--- config.mk ---
export PLATFORM = sky130hd
export DESIGN_NAME = bit_sync_debounce
export DESIGN_NICKNAME = d
export VERILOG_FILES = /design/src/rtl/bit_sync_debounce.sv
export SDC_FILE = /design/constraint.sdc
export NUM_CORES = 1
export LEC_CHECK = 0
export ABC_AREA = 1
export BUFFER_PORTS_ARGS = -buffer_cell sky130_fd_sc_hd__buf_4
export CORE_AREA = 4 4 41 43
export CTS_CLUSTER_DIAMETER = 60
export DETAILED_ROUTE_END_ITERATION = 12
export DIE_AREA = 0 0 45 47
export GPL_TIMING_DRIVEN = 0
export PLACE_DENSITY = 0.48
export REMOVE_ABC_BUFFERS = 1
export SETUP_SLACK_MARGIN = 0.02
export SYNTH_ARGS = -nofsm -noshare
export SYNTH_HDL_FRONTEND = slang
export SYNTH_SLANG_ARGS = --single-unit
--- constraint.sdc ---
create_clock -name clck -period 3.3 [get_ports clck]
set_clock_uncertainty 0.1 [all_clocks]
set_input_delay 0.66 -clock clck [delete_from_list [all_inputs] [get_ports clck]]
set_output_delay 0.66 -clock clck [all_outputs]
set_load 0.03 [all_outputs]
--- src/rtl/bit_sync_debounce.sv ---
// -----------------------------------------------------------------------------
// bit_sync_debounce
//
// Per-channel multi-flop synchronizer followed by a consecutive-cycle debounce
// filter, with registered edge pulses and a sticky "filtered value changed"
// flag. All channels are independent; every flop is on the rising edge of
// clck and is cleared by the synchronous active-low reset.
//
// Ports
//   clck        in   sole clock
//   rst         in   synchronous reset, active low
//   async       in   [BUS_WIDTH] asynchronous channel inputs
//   filt_en     in   1 = debounce active, 0 = bypass (filt follows sync)
//   evt_clr     in   [BUS_WIDTH] per-channel clear of evt_sticky
//   sync        out  [BUS_WIDTH] last synchronizer stage
//   filt        out  [BUS_WIDTH] debounced value
//   rise_pulse  out  [BUS_WIDTH] one cycle high when filt goes 0->1
//   fall_pulse  out  [BUS_WIDTH] one cycle high when filt goes 1->0
//   evt_sticky  out  [BUS_WIDTH] latched "filt changed" flag
// -----------------------------------------------------------------------------
module bit_sync_debounce #(
    parameter int BUS_WIDTH  = 1,
    parameter int NUM_STAGES = 3,
    parameter int FILTER_LEN = 4
) (
    input  logic                 clck,
    input  logic                 rst,
    input  logic [BUS_WIDTH-1:0] async,
    input  logic                 filt_en,
    input  logic [BUS_WIDTH-1:0] evt_clr,
    output logic [BUS_WIDTH-1:0] sync,
    output logic [BUS_WIDTH-1:0] filt,
    output logic [BUS_WIDTH-1:0] rise_pulse,
    output logic [BUS_WIDTH-1:0] fall_pulse,
    output logic [BUS_WIDTH-1:0] evt_sticky
);

    localparam int              CNT_W    = $clog2(FILTER_LEN + 1);
    localparam logic [CNT_W-1:0] CNT_LAST = CNT_W'(FILTER_LEN - 1);

    generate
        if (NUM_STAGES < 2) begin : g_bad_stages
            $error("bit_sync_debounce: NUM_STAGES must be >= 2");
        end
        if (FILTER_LEN < 1) begin : g_bad_filter
            $error("bit_sync_debounce: FILTER_LEN must be >= 1");
        end
    endgenerate

    logic [BUS_WIDTH-1:0] chain_q [NUM_STAGES];
    logic [CNT_W-1:0]     cnt_q   [BUS_WIDTH];
    logic [CNT_W-1:0]     cnt_d   [BUS_WIDTH];
    logic [BUS_WIDTH-1:0] filt_q,   filt_d;
    logic [BUS_WIDTH-1:0] rise_q,   rise_d;
    logic [BUS_WIDTH-1:0] fall_q,   fall_d;
    logic [BUS_WIDTH-1:0] sticky_q, sticky_d;
    logic [BUS_WIDTH-1:0] sync_w;

    assign sync_w = chain_q[NUM_STAGES-1];

    // Debounce: the counter tracks how many consecutive edges sync has
    // disagreed with filt. It is held at zero in bypass, so re-entering
    // filter mode always starts a fresh count.
    always_comb begin
        filt_d = filt_q;
        for (int i = 0; i < BUS_WIDTH; i++) begin
            cnt_d[i] = '0;
            if (!filt_en) begin
                filt_d[i] = sync_w[i];
            end else if (sync_w[i] != filt_q[i]) begin
                if (cnt_q[i] == CNT_LAST) begin
                    filt_d[i] = sync_w[i];
                end else begin
                    cnt_d[i] = cnt_q[i] + CNT_W'(1);
                end
            end
        end
    end

    // Pulses are registered alongside filt so they coincide with the cycle
    // in which the new filt value is first visible.
    always_comb begin
        rise_d   = filt_d & ~filt_q;
        fall_d   = ~filt_d & filt_q;
        // A fresh update takes priority over a simultaneous clear.
        sticky_d = (filt_d ^ filt_q) | (sticky_q & ~evt_clr);
    end

    always_ff @(posedge clck) begin
        if (!rst) begin
            for (int s = 0; s < NUM_STAGES; s++) begin
                chain_q[s] <= '0;
            end
            for (int i = 0; i < BUS_WIDTH; i++) begin
                cnt_q[i] <= '0;
            end
            filt_q   <= '0;
            rise_q   <= '0;
            fall_q   <= '0;
            sticky_q <= '0;
        end else begin
            chain_q[0] <= async;
            for (int s = 1; s < NUM_STAGES; s++) begin
                chain_q[s] <= chain_q[s-1];
            end
            for (int i = 0; i < BUS_WIDTH; i++) begin
                cnt_q[i] <= cnt_d[i];
            end
            filt_q   <= filt_d;
            rise_q   <= rise_d;
            fall_q   <= fall_d;
            sticky_q <= sticky_d;
        end
    end

    assign sync       = sync_w;
    assign filt       = filt_q;
    assign rise_pulse = rise_q;
    assign fall_pulse = fall_q;
    assign evt_sticky = sticky_q;

endmodule

# Yosys cells after proc, flatten, opt, wreduce, memory -nomap -nowiden
# Memory sizes are Yosys's and may differ from the RTL's.
# Index checks and enable logic that the tools add are counted.
# totals
regBits,4
latchBits,0
ramBits,6
romBits,0
in_bits,5
out_inout_bits,5
wordCells,34
memories,2
# op_classes
add_sub_neg,1
mul,0
n_div,0
n_lt_le_gt_ge,0
n_eq_ne,2
n_shift,0
mux,13
n_bitwise,11
n_reduce_logical,1
# mem_list
memory,words,word_bits,read_ports,rd_ports_with_merged_regs,wr,line_no,text
chain_q,3,1,3,0,3,50,logic [BUS_WIDTH-1:0] chain_q [NUM_STAGES];
cnt_q,1,3,1,0,1,51,logic [CNT_W-1:0] cnt_q [BUS_WIDTH];
# op_table
operator,count
2-to-1 mux 3 bit,4
2-to-1 mux 1 bit,9
bitwise OR 1 bit,4
"adder 3 x 1 -> 3 bit, second input constant",1
bitwise AND 1 bit,3
"== test 3 x 2 -> 1 bit, second input constant",1
NOT 1 bit,3
OR reduction 3 bit,1
!= test 1 bit,1
bitwise XOR 1 bit,1

# Logic depth before layout (Yosys ltp)
# logic_depth
word_depth,6
ltp_mapped,10
mapped_depth_nobuf,10

# Worst setup path after synthesis
# No wires, ideal clock.
# synth_path
path_type,reg2reg
start,memory cnt_q[0][0] in the netlist's numbering
end,"register sticky_q, in the netlist evt_sticky"
setup_time_ns,0.070
arrival_time_ns,1.283
t_required_ns,3.130
path_slack_ns,1.847
path_stages_with_launch,10
n_path_buf,0
synth_period_minus_slack_ns,1.453
path_cell_list,dfxtp_1 > ha_1 > ha_1 > inv_1 > nand2_1 > nand2_1 > nand2_1 > inv_1 > ha_1 > a21oi_1
# synth_lines
element,line_no,text
start: declaration,51,
end signal: assignment,112,sticky_q <= sticky_d;
end: declaration,56,"logic [BUS_WIDTH-1:0] sticky_q, sticky_d;"

==> results.txt <==
- Cell types with the highest counts after synthesis: inv_1, nand2_1, dfxtp_1
- DR vias: 283
- Crit. End Element: flip-flop
* ANT nets after route: 0
- Of the total power, registers draw 48.9%.
- Aggregate routed wire length: 555 um
* Number of nets in the final layout: 67
- Port-buffer cells: 9
- Clock latency on the worst-skew pair: 0.26 ns
- Clock transition at path regs: 0.07 ns
* Final worst-path cycle share: 47.00%
- The repair_antennas step left the layout with diodes totalling 0.
* Post-placement cell area: 452.9 um2
* Number of max-slew violations in the final report: 0
- Area of the placeable core: 1301 um2
* Core Rows: 13
* Starting density of the core: 28.17%
* Clock Tree Buf Depth: 2
- Hold WC Path Type: flip-flop to flip-flop
- For this design the ratio of total power to cell area is 532.6 nW/um2.
- Part of the total power dissipated in combinational logic: 10.1%
- The filler cells instantiated in the layout total 152.
- Summing the sequential cell areas from Yosys gives 54.61% of the chip area.
* Netlist area before placement: 366.6 um2
- In this run switching power makes up 22.02% of total power.
- Mean instance size in the synthesized netlist: 8.147 um2
- The total overflow left after global routing is 0.
- Post-synthesis cell type with the largest combined area: dfxtp_1
- Post-CTS timing repair inserted 0 buffers for setup.
- In the final routed layout, each cell accounts on average for 7.603 um.
- In the post-synthesis netlist, the biggest area contributors are dfxtp_1, inv_1, nand2_1.
- Placed instance count: 69
- Clock Power Share: 41.1%
- Once layout is done, the placed cells without fillers occupy 489.2 um2.
* Share of final-layout standard cells stronger than drive strength 1: 27.59%
- RSZ-0062 raised after global routing: no
* Count of H-tree levels built during CTS: 1
* Max-cap violation count: 0
* CTS sink cnt: 10
* Worst slack, placed: 1.658 ns
- Static timing analysis puts the maximum clock frequency at 644.7 MHz.
- Library cell used as clock root buffer: clkbuf_4
* Post-route setup slack: 1.749 ns
- Register bit count reported by yosys: 10
- Setup TNS: 0 ns
- STA puts the critical path data required time at 3.39 ns.
- Count of cells resized by post-cts repair: 0
- Share of async-settable or async-resettable flops after synthesis: 0%
- Number of warnings issued by yosys: 0
- In this run the power spent charging and discharging nets is 0.05738 mW.
- Critical path data arrival time: 1.64 ns
- Summing all multi-input logic gate instances after layout gives 121.4 um2.
* Post-CTS Hold Buffers: 0
- Setup violations remaining at the end of the flow were counted as 0.
- At the end of routability-driven placement, the weighted congestion stood at 0.6087.
- For the finished layout, the period the worst path requires is 1.551 ns.
- Entering global routing, the biggest net connects 7 pins.
- The design draws 0.2605 mW.
* Largest voltage drop on the vdd net: 0.2213 mV
* First-pass iteration count of the detailed router: 4
- Final Non-Filler Cells: 73
- Number of remaining DRC errors: 0
- At the pin with the least slew margin, the transition time is 0.1331 ns.
- Gr usage total: 7.607%
- First-pass GRT wire length: 1041 um
- Placed wire-length estimate: 442.1 um
* Fraction of synthesized cell area taken by the top area cell type: 54.61%
- Hold is met by 0.3138 ns.
* Count of flip-flops with a built-in enable after synthesis: 0
- The critical path in this run is classified as flip-flop to flip-flop.
* Worst max-slew margin expressed relative to the limit: 91.06%
* Area of the die: 2115 um2
* Count of final hold-check violations: 0
* Leakage power figure: 0.2706 nW
- Cells fill 37.60% of the core in the end.
- Relative to the synthesized area, the layout overhead comes to 33.45%.
* Maximum fanout count along the critical path: 2
- The internal power of the cells totals 0.2032 mW.
- Clock tree from TritonCTS: built
- Initial DRC Count: 4
- Number of ports placed on the die boundary: 10
* Crit start category: flip-flop
- Dividing the detail-routed via count by the number of cells gives 3.877.
- Num CTS Buffers: 3
- Antenna violations before repair: 0
* Number of distinct library cells after synthesis: 11
* FF/Latch Area: 200.2 um2
- The number of global-route vias before repair came to 278.
* Cells after synthesis: 45
- The die is 45 um wide.
* Height of the die: 47 um
* Synth Flop Type: dfxtp_1
* Run status: complete, no violations
-- sequential cells by signal, indices dropped and copies added (netlist names) --
signal / flops
chain_q: 3
filt: 1
fall_pulse: 1
evt_sticky: 1
rise_pulse: 1
cnt_q: 3
-- cell usage in the layout (no fill, tap or decap), types with 3 or more instances in the layout --
cell type and n:
dfxtp_1 10, buf_4 9, nand2_1 11, nor2_1 4, clkbuf_4 3, inv_1 11
ha_1 3
-- final timing paths --
check	slack [ns]	cells after the start	start	endpoint
worst min-delay path	0.31	2	chain_q[0][1]	chain_q[0][2]
worst min register to register	0.31	2	chain_q[0][1]	chain_q[0][2]
worst max register to register	1.75	9	cnt_q[0][0]	evt_sticky
worst max-delay path	1.75	9	cnt_q[0][0]	evt_sticky
-- area by class of cell --
| cell class | count | area share [%] |
|---|---|---|
| clock buffers | 4 | 7.417 |
| inverters | 12 | 9.207 |
| flip-flops and latches | 10 | 40.92 |
| well taps | 15 | 3.836 |
| repair buffers | 9 | 13.81 |
| multi-input cells | 23 | 24.81 |
-- layer usage --
metal,GRT usage [%],up-vias,wire length [um]
li1,-,156,-
met1,8.257,119,252
met2,10.17,6,251
met3,4.598,2,41
met4,7.018,0,9
met5,0,-,0
-- kinds of logic after synthesis --
kind of cell,after synthesis,synth area share [%]
simple gates,19,21.50
fa+ha+maj,3,10.24
compound gates,1,1.364
flops,10,54.61
buf+inv,12,12.29
-- critical path, stage by stage, from the launching register on --
cell	delay, ns
dfxtp_1	0.32
ha_1	0.19
ha_1	0.19
inv_1	0.06
nand2_1	0.07
nand2_1	0.08
nand2_1	0.06
inv_1	0.05
ha_1	0.21
a21oi_1	0.15
-- power by group through the flow --
stage	logic, mW	clock network, mW	registers, mW
final	0.0262	0.107	0.127
after global routing	0.0296	0.120	0.128
after CTS	0.0268	0.114	0.127
after detailed placement	0.0267	0	0.130
after global placement	0.0267	0	0.130
after floorplan	0.00953	0	0.136
Note: power is estimated with default switching activity, not from simulation.
